### config.mk
export PLATFORM = sky130hd
export DESIGN_NAME = bist_fail_fifo
export DESIGN_NICKNAME = d
export VERILOG_FILES = /design/src/rtl/bist_fail_fifo.sv
export SDC_FILE = /design/constraint.sdc
export NUM_CORES = 1
export LEC_CHECK = 0
export CAP_MARGIN = 20
export CORE_MARGIN = 1
export CORE_UTILIZATION = 56
export CTS_CLUSTER_SIZE = 8
export DETAILED_ROUTE_END_ITERATION = 10
export PLACE_DENSITY = 0.8
export SLEW_MARGIN = 20
export SYNTH_ARGS = -nofsm -noshare
export SYNTH_HDL_FRONTEND = slang
export SYNTH_SLANG_ARGS = --single-unit
### constraint.sdc
create_clock -name clk -period 2.7 [get_ports clk]
set_input_delay 0.27 -clock clk [delete_from_list [all_inputs] [get_ports clk]]
set_output_delay 0.27 -clock clk [all_outputs]
set_load 0.01 [all_outputs]
### src/rtl/bist_fail_fifo.sv
// Small synchronous FIFO for failure records, with a synchronous clear.
// It is instantiated by bist_resp_checker only when BIST_FAIL_LOG_EN is defined.
module bist_fail_fifo #(
  parameter int W     = 24,
  parameter int DEPTH = 4
) (
  input  logic                       clk,
  input  logic                       rst,
  input  logic                       clr,
  input  logic                       push,
  input  logic                       pop,
  input  logic [W-1:0]               din,
  output logic [W-1:0]               dout,
  output logic                       full,
  output logic                       empty,
  output logic [$clog2(DEPTH+1)-1:0] count
);

  localparam int AW = $clog2(DEPTH);
  localparam int CW = $clog2(DEPTH+1);

  logic [W-1:0]  mem_q [DEPTH];
  logic [W-1:0]  mem_d [DEPTH];
  logic [AW-1:0] wr_ptr_q, wr_ptr_d;
  logic [AW-1:0] rd_ptr_q, rd_ptr_d;
  logic [CW-1:0] count_q, count_d;
  logic          do_push, do_pop;

  assign full    = (count_q == CW'(DEPTH));
  assign empty   = (count_q == '0);
  assign do_pop  = pop && !empty;
  // A push into a full FIFO is only legal when the head leaves in the same cycle.
  assign do_push = push && (!full || do_pop);

  always_comb begin
    mem_d    = mem_q;
    wr_ptr_d = wr_ptr_q;
    rd_ptr_d = rd_ptr_q;
    count_d  = count_q + CW'(do_push) - CW'(do_pop);
    if (do_push) begin
      mem_d[wr_ptr_q] = din;
      wr_ptr_d        = wr_ptr_q + AW'(1);
    end
    if (do_pop) begin
      rd_ptr_d = rd_ptr_q + AW'(1);
    end
    if (clr) begin
      wr_ptr_d = '0;
      rd_ptr_d = '0;
      count_d  = '0;
    end
  end

  always_ff @(posedge clk or negedge rst) begin
    if (!rst) begin
      for (int i = 0; i < DEPTH; i++) mem_q[i] <= '0;
      wr_ptr_q <= '0;
      rd_ptr_q <= '0;
      count_q  <= '0;
    end else begin
      mem_q    <= mem_d;
      wr_ptr_q <= wr_ptr_d;
      rd_ptr_q <= rd_ptr_d;
      count_q  <= count_d;
    end
  end

  assign dout  = empty ? '0 : mem_q[rd_ptr_q];
  assign count = count_q;

endmodule

; ---- Word level (Yosys, flattened, before mapping)
; Cells that the tools add are included.
[word_totals]
reg_bits = 103
input_bits = 29
out_inout_bits = 29
[classes]
bitwise_logic = 2
add_sub_neg = 4
mux = 12
n_eq_ne = 1
reduce_logical = 9
order_cmp = 3
[ops]
columns = op, count
row1 = bitwise mux 96 bit, 1
row2 = two-way mux 24 bit, 4
row3 = binary-select mux 24 bit (select 2 bit), 1
row4 = demux 24 bit (select 2 bit), 1
row5 = two-way mux 2 bit, 4
row6 = ">= comparator 3 bit, second input constant", 2
row7 = NOT 2 -> 3 bit, 2
row8 = "adder 2 x 1 -> 2 bit, second input constant", 2
row9 = nonzero test 2 bit, 2
row10 = adder 3 x 1 -> 3 bit, 1
row11 = "== test 3 bit, second input constant", 1
row12 = logical AND 1 bit, 3
row13 = zero test 3 bit, 1
row14 = "< comparator 3 x 1 -> 1 bit, second input constant", 1
row15 = two-way mux 3 bit, 1
row16 = subtractor 3 x 1 -> 3 bit, 1
row17 = zero test 1 bit, 2
row18 = logical OR 1 bit, 1

; ---- Logic depth before layout (Yosys ltp)
[depth]
word_depth = 8
mapped_depth = 10
depth_no_buf = 10

; ---- Worst setup path after synthesis
; OpenSTA, ideal clock, no wires.
[synth_path]
path_type = register -> register
startpoint = reg count_q[1] (netlist: count[1])
endpoint = reg count_q[2] (netlist: count[2])
required_ns = 2.614
setup_time_ns = 0.086
n_path_buf = 0
path_slack_ns = 0.243
stages_incl_launch_ff = 11
arrival_time_ns = 2.371
cell_sequence = dfrtp_1 > nor4b_4 > nand2b_1 > ha_1 > inv_1 > ha_1 > inv_1 > fa_1 > xor2_1 > and2_1 > nor3_1
[synth_via]
elab_chain_cells = 8
word_cells_on_any_way = 10
classes_between = 2 x add/sub / 1 x eq/ne / 1 x mux / 6 x reduce/logical
[synth_lines]
columns = item, line_no
row1 = "start, declared", 26  ; logic [CW-1:0] count_q, count_d;
row2 = "start signal, assigned", 64  ; count_q <= count_d;
row3 = zero test 3 bit, 30  ; assign empty = (count_q == '0);
row4 = zero test 1 bit, 31  ; assign do_pop = pop && !empty;
row5 = logical AND 1 bit, 31
row6 = logical OR 1 bit, 33  ; assign do_push = push && (!full || do_pop);
row7 = logical AND 1 bit, 33
row8 = adder 3 x 1 -> 3 bit, 39  ; count_d = count_q + CW'(do_push) - CW'(do_pop);
row9 = subtractor 3 x 1 -> 3 bit (*), 39
row10 = two-way mux 3 bit (*), 47  ; if (clr) begin
row11 = net count_d[2], 26
; The timed path passes the listed nets; every way through them passes the cells marked *.
; A chain may end at the register's enable or synchronous reset.

; ---- Worst setup path in the final report
[layout_path]
startpoint = reg rd_ptr_q[0]
endpoint = out dout[11]
[layout_via]
elab_chain_cells = 5
[layout_lines]
columns = item, line_no
row1 = "start, declared", 25  ; logic [AW-1:0] rd_ptr_q, rd_ptr_d;
row2 = "start signal, assigned", 63  ; rd_ptr_q <= rd_ptr_d;
row3 = NOT 2 -> 3 bit (not written as such), 68  ; assign dout = empty ? '0 : mem_q[rd_ptr_q];
row4 = binary-select mux 24 bit (select 2 bit), 68
row5 = two-way mux 24 bit (not written as such) (2 in a row), 68
row6 = two-way mux 24 bit, 68
row7 = "end, declared", 13  ; output logic [W-1:0] dout,
; No other way between the ends. The select of a mux whose other input is x is not followed.

==> flow_metrics.tcl <==
set metrics [dict create \
    cts_buffers 9 \
    crit-reg2reg-launch "count[1]" \
    start_kind "register" \
    worst-path-stages 4 \
    critical_path.max_fanout 16 \
    p_total_mw 6.042 \
    first_global_vias 2926 \
    worstReg2RegEnd "count[2]" \
    fmax_ghz 0.4014 \
    postPlaceCellArea_mm2 0.005474 \
    reg2reg_slack_ns 0.25 \
    root_buffer "clkbuf_8" \
    vias 2687 \
    gr-total-overflow 0 \
    hold_class "in -> async" \
    leakage_nw 2.382 \
    cp_top_family "buffers and inverters" \
    diodes 0 \
    synth_nets 344 \
    grt_max_degree 60 \
    setup_slack_ns 0.2084 \
    drcViolationCount 0 \
    setup.worst_path.end "dout[11]" \
    crit_chain "buf_4 > mux4_2 > nor2b_1 > clkdlybuf4s50_1" \
    via_per_inst 5.586 \
    cp.required_ns 2.43 \
    path_clk_slew_ns 0.10 \
    slew_viol_final 0 \
    clkSinkCount 103 \
    max-slew-margin-rel_pct 51.77 \
    cap_violations 0 \
    crit_path_end_kind "primary output" \
    io_pins 58 \
    wl_per_cell_um 18.17 \
    mostFrequentLayoutCell "dfrtp_1" \
    holdWs_ns 0.4876 \
    nets 407 \
    ant_nets 0 \
    cp_num_buf_inv 2 \
    wl_mm 8.741 \
    tightestPinTransition_ns 0.7234 \
    fillers 582 \
    path_class "reg -> out" \
    slowest_delay_ns 0.54 \
    synth_warnings 0 \
    core_mm2 0.008258 \
    areaGrowthSynthToFinish_pct 19.00 \
    synth_cell_type_count 26 \
    rsz0062_at_grt "no" \
    fp-row-count 33 \
    min_period_ns 2.492 \
    floorplan.die.width_um 94.47 \
    vdd_drop_max_mv 0.6485 \
    drtIter0Drc 70 \
    clk_path_buf_depth 2 \
    insertion_delay_ns 0.36 \
    ctsResizeCount 0 \
    setup_violations 0 \
    globalplace.congestion 0.6880 \
    status "finished clean" \
    grt_pass1_wl_mm 14.41 \
    final-hold-violation-count 0 \
    syn_avg_cell_area_um2 15.55 \
    pre_cts_ws_ns 0.1616 \
    ys_ff_latch 103 \
    min_period_over_period_pct 92.28 \
    grt_usage_pct 21.99 \
    fp.dieArea_mm2 0.008925 \
    layout-drive-gt1-share_pct 41.49 \
    netlist_area_mm2 0.004788 \
    power.density_mw_per_mm2 1060 \
    stdcell_area_mm2 0.005698 \
    start_util_pct 57.98 \
    yosysSeqAreaShare_pct 53.83 \
    postSynthCellCount 308 \
    die_h_um 94.47 \
    portBuffers 57 \
    hpwlAfterDp_mm 5.580 \
    clock_skew_ns 0.01181 \
    r2r_cells 10 \
    cp_slowest_cell "mux4_2" \
    cts-htree-levels 3 \
    critPathLaunch "rd_ptr_q[0]" \
    setup-tns-final_ns 0 \
    tritoncts "done" \
    final_cell_mix "dfrtp_1 (102), mux2_2 (96), clkdlybuf4s50_1 (56)" \
    antenna_found_initial 0 \
    arrival_ns 2.22 \
    drt_pass1_iterations 4 \
]
## worst register-to-register path: stages (launching register included)
cell and delay, ns:
dfrtp_1 0.51, o31ai_1 0.45, inv_1 0.09, ha_1 0.30, inv_1 0.06, ha_1 0.13, inv_1 0.05, fa_1 0.36
xor2_1 0.16, and2_1 0.16, nor3_1 0.12
## timing repair
| action | 4_1_cts | 5_1_grt |
|---|---|---|
| hold endpoints to repair | 57 | 0 |
| buffers inserted | 0 | 0 |
| hold buffers | 1 | 0 |
## power by group
part	switching (mW)	internal (mW)	leakage, nW
sequential	0.354	2.20	1.27
combinational	0.893	1.59	1.00
clock	0.542	0.471	0.109
total	1.79	4.25	2.38
## metrics by stage
stage	cells	util, %
5_1_grt	481	69.00
3_3_place_gp	464	66.29
6_report	481	69.00
3_5_place_dp	464	66.29
2_1_floorplan	308	-
4_1_cts	481	69.00
## cell families after synthesis
logic type,synth area share (%)
mux,33.86
flops,53.83
simple gates,5.984
buf+inv,3.214
fa+ha+maj,1.986
compound gates,0.7579
xor+xnor,0.3659
## synthesized netlist by cell type
library cell  instances  area [µm²]
nor2b_1              25       156.4
or3_1                 2       12.51
ha_1                  6       75.07
inv_1                 7       26.28
nor3b_1               1       7.510
buf_2                 3       15.01
nand2_1               5       18.77
and2_1                1       6.260
o21ai_0               2       10.01
mux4_2               24       540.5
mux2_2               96        1081
nor2_1                3       11.26
a31o_2                1       8.760
xor2_1                2       17.52
buf_1                 1       3.750
dfrtp_1             103        2577
a21oi_1               2       10.01
fa_1                  1       20.02
nand2b_1              1       6.260
nor4b_4               1       23.77
clkbuf_1              5       18.77
nor4b_1               1       8.760
o31ai_1               1       7.510
nor2_2                4       25.02
nor3_1                2       10.01
buf_6                 8       90.09
## registers in the layout, summed over array words and instances (netlist names)
name / count
count: 3
mem_q: 96
rd_ptr_q: 2
wr_ptr_q: 2
## how the worst min path moves through the flow
stage | end | slack [ns] | depth (start not counted)
6_report | mem_q[86] | 0.49 | 2
5_1_grt | mem_q[15] | 0.53 | 1
4_1_cts | mem_q[28] | 0.51 | 1
3_5_place_dp | mem_q[86] | 0.37 | 1
3_3_place_gp | mem_q[62] | 0.37 | 1
2_1_floorplan | count[0] | -0.03 | 0
## routing by layer
layer	GRT usage [%]	routed length (µm)	up-vias
met4	7.449	136	0
met5	0	0	-
li1	-	-	1240
met3	4.992	256	12
met1	27.90	3745	1389
met2	37.44	4603	46
## layout make-up
cell class | count | area (µm²) | share of cell area [%]
sequential | 103 | 2579 | 45.26
multi-input combinational | 181 | 2062 | 36.19
timing repair buffer | 69 | 685.7 | 12.03
clock buffer | 10 | 137.6 | 2.415
tap | 105 | 131.4 | 2.306
clock inverter | 6 | 76.32 | 1.339
inverter | 7 | 26.28 | 0.4611
(Power assumes the default switching activity.)
